<file path="config.mk">
export PLATFORM = sky130hd
export DESIGN_NAME = uart_tx_fifo
export DESIGN_NICKNAME = d
export VERILOG_FILES = /design/src/rtl/uart_pkg.sv /design/src/rtl/sync_fifo.sv /design/src/rtl/uart_tx_fifo.sv
export SDC_FILE = /design/constraint.sdc
export NUM_CORES = 1
export LEC_CHECK = 0
export CAP_MARGIN = 25
export CORE_AREA = 3 3 161 163
export CTS_CLUSTER_SIZE = 25
export DETAILED_ROUTE_END_ITERATION = 6
export DIE_AREA = 0 0 164 166
export PLACE_DENSITY_LB_ADDON = 0.3
export SYNTH_ARGS = -nofsm -noshare
export SYNTH_HDL_FRONTEND = slang
export SYNTH_SLANG_ARGS = --single-unit
</file>
<file path="constraint.sdc">
create_clock -name clk -period 3 [get_ports clk]
set_input_delay 0.6 -clock clk [delete_from_list [all_inputs] [get_ports clk]]
set_output_delay 0.6 -clock clk [all_outputs]
set_load 0.01 [all_outputs]
</file>
<file path="src/rtl/uart_pkg.sv">
// Shared UART definitions: byte width and the transmit-drain state encoding.
// Reused by uart_rx/uart_tx and the transmit FIFO.
package uart_pkg;

    localparam int UART_W = 8;

    typedef enum logic [1:0] {
        IDLE      = 2'd0,
        WAIT_BUSY = 2'd1,
        WAIT_DONE = 2'd2
    } tx_state_t;

endpackage

</file>
<file path="src/rtl/sync_fifo.sv">
// Single-clock circular FIFO with occupancy count and full/empty flags.
// Read data is the combinational head entry (first-word fall-through).
module sync_fifo #(
    parameter int DEPTH = 16,
    parameter int WIDTH = 8
) (
    input  logic                     clk,
    input  logic                     reset,
    input  logic                     push,
    input  logic                     pop,
    input  logic [WIDTH-1:0]         wr_data,
    output logic [WIDTH-1:0]         rd_data,
    output logic [$clog2(DEPTH):0]   count,
    output logic                     full,
    output logic                     empty
);

    localparam int AW = $clog2(DEPTH);

    logic [WIDTH-1:0] mem [DEPTH];
    logic [AW-1:0]    wr_ptr;
    logic [AW-1:0]    rd_ptr;
    logic             do_push;
    logic             do_pop;

    assign full    = (count == (AW+1)'(DEPTH));
    assign empty   = (count == '0);
    assign do_push = push && !full;
    assign do_pop  = pop && !empty;
    assign rd_data = mem[rd_ptr];

    // Storage carries no reset; only pointers and count define validity.
    always_ff @(posedge clk) begin
        if (do_push) mem[wr_ptr] <= wr_data;
    end

    always_ff @(posedge clk or negedge reset) begin
        if (!reset) begin
            wr_ptr <= '0;
            rd_ptr <= '0;
            count  <= '0;
        end else begin
            if (do_push) wr_ptr <= wr_ptr + 1'b1;
            if (do_pop)  rd_ptr <= rd_ptr + 1'b1;
            unique case ({do_push, do_pop})
                2'b10:   count <= count + 1'b1;
                2'b01:   count <= count - 1'b1;
                default: count <= count;
            endcase
        end
    end

endmodule

</file>
<file path="src/rtl/uart_tx_fifo.sv">
// Byte buffer feeding uart_tx: valid/ready push side, one-at-a-time drain
// with a tx_busy handshake and a timeout in case busy never rises.
module uart_tx_fifo
    import uart_pkg::*;
#(
    parameter int DEPTH      = 16,
    parameter int ACK_CYCLES = 4
) (
    input  logic                   clk,
    input  logic                   reset,
    input  logic [UART_W-1:0]      wr_data,
    input  logic                   wr_valid,
    output logic                   wr_ready,
    output logic [UART_W-1:0]      tx_in,
    output logic                   tx_en,
    input  logic                   tx_busy,
    output logic [$clog2(DEPTH):0] count,
    output logic                   overflow
);

    localparam int ACK_W = (ACK_CYCLES > 1) ? $clog2(ACK_CYCLES) : 1;
    localparam logic [ACK_W-1:0] ACK_LAST = ACK_W'(ACK_CYCLES - 1);

    tx_state_t         state;
    logic [ACK_W-1:0]  ack_cnt;
    logic [UART_W-1:0] rd_data;
    logic              full;
    logic              empty;
    logic              pop;

    assign wr_ready = !full;
    assign pop      = (state == IDLE) && !empty && !tx_busy;

    sync_fifo #(
        .DEPTH (DEPTH),
        .WIDTH (UART_W)
    ) u_fifo (
        .clk     (clk),
        .reset   (reset),
        .push    (wr_valid),
        .pop     (pop),
        .wr_data (wr_data),
        .rd_data (rd_data),
        .count   (count),
        .full    (full),
        .empty   (empty)
    );

    always_ff @(posedge clk or negedge reset) begin
        if (!reset) begin
            overflow <= 1'b0;
        end else if (wr_valid && full) begin
            overflow <= 1'b1;
        end
    end

    // tx_in is held after the pop so uart_tx may sample it any time later.
    always_ff @(posedge clk or negedge reset) begin
        if (!reset) begin
            state   <= IDLE;
            ack_cnt <= '0;
            tx_in   <= '0;
            tx_en   <= 1'b0;
        end else begin
            unique case (state)
                IDLE: begin
                    tx_en <= 1'b0;
                    if (pop) begin
                        tx_in   <= rd_data;
                        tx_en   <= 1'b1;
                        ack_cnt <= '0;
                        state   <= WAIT_BUSY;
                    end
                end
                WAIT_BUSY: begin
                    tx_en <= 1'b0;
                    if (tx_busy) begin
                        state <= WAIT_DONE;
                    end else if (ack_cnt == ACK_LAST) begin
                        state <= IDLE;
                    end else begin
                        ack_cnt <= ack_cnt + 1'b1;
                    end
                end
                WAIT_DONE: begin
                    tx_en <= 1'b0;
                    if (!tx_busy) state <= IDLE;
                end
                default: begin
                    tx_en <= 1'b0;
                    state <= IDLE;
                end
            endcase
        end
    end

endmodule

</file>
==> impl_metrics.json <==
{
  "outcome": "finished, final reports clean",
  "yosysWarnings": 0,
  "worst_pin_slew_ns": 0.576,
  "synth_adder_area_share_pct": 1.98,
  "slew_headroom_pct": 61.5,
  "drc": 0,
  "max_freq_ghz": 0.367,
  "antenna_cells": 0,
  "routabilityCongestion": 0.752,
  "comb_power_share_pct": 30.5,
  "io_buffer_count": 27,
  "grt_pass1_wl_mm": 19.7,
  "num_io_pins": 28,
  "yosysUniqueCellTypes": 41,
  "cp-start-kind": "register",
  "die_area_mm2": 0.0272,
  "grt_pass1_vias": 3296,
  "ys_seq_elements": 155,
  "path_cells": "nor4_4, a2111o_1, inv_2, ha_1, ha_1, o211a_1, a211oi_1, a2111oi_2, a211oi_1",
  "hp-class": "reg2reg",
  "viasPerCell": 4.29,
  "cts_resized": 0,
  "multi_input_area_mm2": 0.00167,
  "grt-ovfl-total": 0,
  "holdPathStages": 1,
  "cts_root_buffer": "clkbuf_16",
  "final_nets": 417,
  "rsz0062_at_grt": "no",
  "seqCellArea_mm2": 0.00452,
  "reg2regPathDepth": 9,
  "synthToLayoutAreaGrowth_pct": 20.9,
  "start_util_pct": 25.9,
  "seq_power_share_pct": 41.3,
  "cts_tree": "built",
  "synthesis.area_mm2": 0.00633,
  "synth_compound_gate_area_share_pct": 2.82,
  "layout_setup_ws_ns": 0.272,
  "ir_drop_mv": 0.414,
  "wl_mm": 12.6,
  "holdPathEnd": "overflow",
  "post-route-period-util_pct": 90.9,
  "antenna_left": 0,
  "cp_max_fo": 9,
  "timing_hold_violations_final": 0,
  "htreeDepth": 4,
  "track_usage_pct": 9.70,
  "finalCriticalPeriod_ns": 2.73,
  "fillers": 2379,
  "clkPwrFrac_pct": 28.1,
  "dpl_worst_slack_ns": -0.0501,
  "synth_top_family_by_area": "multiplexers",
  "setup_viol": 0,
  "cp.arrival_ns": 3.05,
  "drt-initial-drc-count": 388,
  "required_ns": 3.33,
  "cts_buffer_depth": 2,
  "hold_buffers": 0,
  "synth_fp_nets": 363,
  "r2r_slack_ns": 0.27,
  "synthXorXnorAreaFrac_pct": 1.52,
  "fp.dieW_um": 164,
  "fp.dieH_um": 166,
  "internal_power_mw": 4.96,
  "whs_ns": 0.474,
  "cap_violations": 0,
  "skew_ns": 0.00531,
  "hold_start": "overflow",
  "dp_cells": 700,
  "final_cells": 732,
  "syn_inst": 341,
  "end_kind": "register",
  "setup.worst_path.start": "u_fifo.count[2]",
  "p_switching_mw": 2.27,
  "p_per_area_mw_per_mm2": 945,
  "wire_per_inst_um": 17.3,
  "row_count": 57,
  "cts.sinks": 155,
  "cts_setup_buffers": 0,
  "syn_area_per_cell_um2": 18.6,
  "setup-tns-final_ns": 0,
  "coreArea_mm2": 0.0245,
  "cts_buffers": 17,
  "grt_max_degree": 28,
  "power_mw": 7.23,
  "seq_area_frac_synth_pct": 71.4,
  "rr_endpoint": "u_fifo.count[4]",
  "clk_pin_slew_ns": 0.06,
  "setup.worst_path.class": "reg2reg",
  "clock_latency_ns": 0.41,
  "drive_above_1_share_pct": 24.3,
  "reg2reg_from": "u_fifo.count[2]",
  "yosys.area_share.simple_pct": 4.29,
  "cpPeakStageDelay_ns": 0.57,
  "antenna_found_initial": 0,
  "dr.pass1.iters": 4,
  "yosys-mux-area-fraction_pct": 15.5,
  "timing.critical_path.slowest_stage_cell": "dfrtp_1",
  "leakage_nw": 2.64,
  "power.share.switching_pct": 31.4,
  "maxSlewViolCount": 0,
  "num_vias": 3141,
  "hpwl_mm": 8.08
}
## power groups by stage
| stage | Sequential [mW] | Combinational (mW) | Clock [mW] |
|---|---|---|---|
| 2_1_floorplan | 2.92 | 1.61 | 0 |
| 3_3_place_gp | 3.01 | 2.18 | 0 |
| 3_5_place_dp | 3.04 | 2.22 | 0 |
| 4_1_cts | 2.99 | 2.23 | 2.08 |
| 5_1_grt | 3.04 | 2.44 | 2.19 |
| 6_report | 2.99 | 2.21 | 2.04 |
## registers in the layout, indices dropped and copies added, names as in the netlist
register,count
tx_in,8
overflow,1
tx_en,1
u_fifo.count,5
state,2
u_fifo.rd_ptr,4
u_fifo.mem,128
u_fifo.wr_ptr,4
ack_cnt,2
## cell usage after synthesis, drive strengths merged
library cell	instances	area (µm²)
clkbuf	4	15.0
a211oi	3	22.5
or4b	1	10.0
nand2	20	75.1
o21ai	12	60.1
o211a	1	10.0
and2	2	12.5
buf	14	115
nand4	2	12.5
a311oi	1	8.76
nor2b	3	18.8
ha	10	125
a31o	1	8.76
nor4	1	21.3
a21boi	1	11.3
mux2i	16	160
inv	8	30.0
nand2b	3	18.8
and3b	1	8.76
nand3	2	10.0
a21o	2	15.0
a2111oi	1	8.76
a32oi	1	8.76
a21oi	1	5.00
mux4	32	721
dfrtp	27	676
nor3	4	20.0
xor2	4	35.0
mux2	9	101
xnor2	7	61.3
edfxtp	128	3840
nor2	17	63.8
o32ai	1	8.76
a2111o	1	11.3
## cell type report
| cell class | count | area share [%] |
|---|---|---|
| flip-flops and latches | 155 | 59.0 |
| multi-input cells | 160 | 21.8 |
| repair buffers | 53 | 6.08 |
| clock buffers | 17 | 5.56 |
| well taps | 324 | 5.29 |
| clock inverters | 15 | 1.85 |
| inverters | 8 | 0.392 |
## worst max-delay path, delay by kind of cell, from the launching register on
family          cells  cell delay, ns
flops               1            0.57
fa+ha+maj           2            0.61
compound gates      5            1.27
simple gates        1            0.09
buf+inv             1            0.11
## stage by stage
| stage | utilization, % | area [µm²] |
|---|---|---|
| finish | 31.3 | 7660 |
| global route | 31.3 | 7660 |
| CTS | 31.2 | 7640 |
| detailed placement | 28.9 | 7080 |
| global placement | 28.9 | 7080 |
| floorplan | - | 6330 |
## layout by cell type, fill, tap and decap left out, types with 2 or more instances in the layout
master,Yosys,final
o21ai_1,8,8
nand4_1,2,2
xor2_1,4,4
nand3_1,2,2
inv_1,7,7
clkbuf_16,0,17
nand2_1,20,20
dfrtp_1,27,26
nor2_1,17,17
a211oi_1,3,3
ha_1,10,10
inv_6,0,3
nor2b_1,3,3
clkinv_2,0,2
mux4_2,32,32
a21o_1,2,2
mux2i_1,16,16
edfxtp_1,128,128
clkinvlp_4,0,5
clkdlybuf4s50_1,0,27
nand2b_1,3,3
and2_1,2,2
clkinv_4,0,3
mux2_1,8,8
buf_4,4,26
o21ai_0,4,4
xnor2_1,7,7
nor3_1,4,4
## cells by family (layout without fill, tap and decap cells)
logic type / after synthesis / after routing
AO/OA/AOI/OAI: 26 / 26
XOR/XNOR: 11 / 11
adder cells (fa/ha/maj): 10 / 10
buffers and inverters: 26 / 93
flip-flops: 155 / 155
multiplexers: 57 / 57
AND/OR/NAND/NOR: 56 / 56
## metal layers
| metal | vias up | GRT usage (%) | part of all wire (%) |
|---|---|---|---|
| li1 | 1438 | - | - |
| met1 | 1629 | 13.3 | 45 |
| met2 | 68 | 15.0 | 48 |
| met3 | 6 | 3.32 | 5.8 |
| met4 | 0 | 2.10 | 0.56 |
| met5 | - | 0 | 0 |
## how the worst max path moves through the flow
| stage | end | slack [ns] |
|---|---|---|
| global route | u_fifo.count[4] | 0.04 |
| floorplan | u_fifo.count[4] | 0.32 |
| CTS | u_fifo.count[4] | 0.13 |
| detailed placement | u_fifo.count[4] | -0.05 |
| global placement | u_fifo.count[4] | 0.11 |
| finish | u_fifo.count[4] | 0.27 |
No activity file was read; power rests on OpenSTA's default activity.
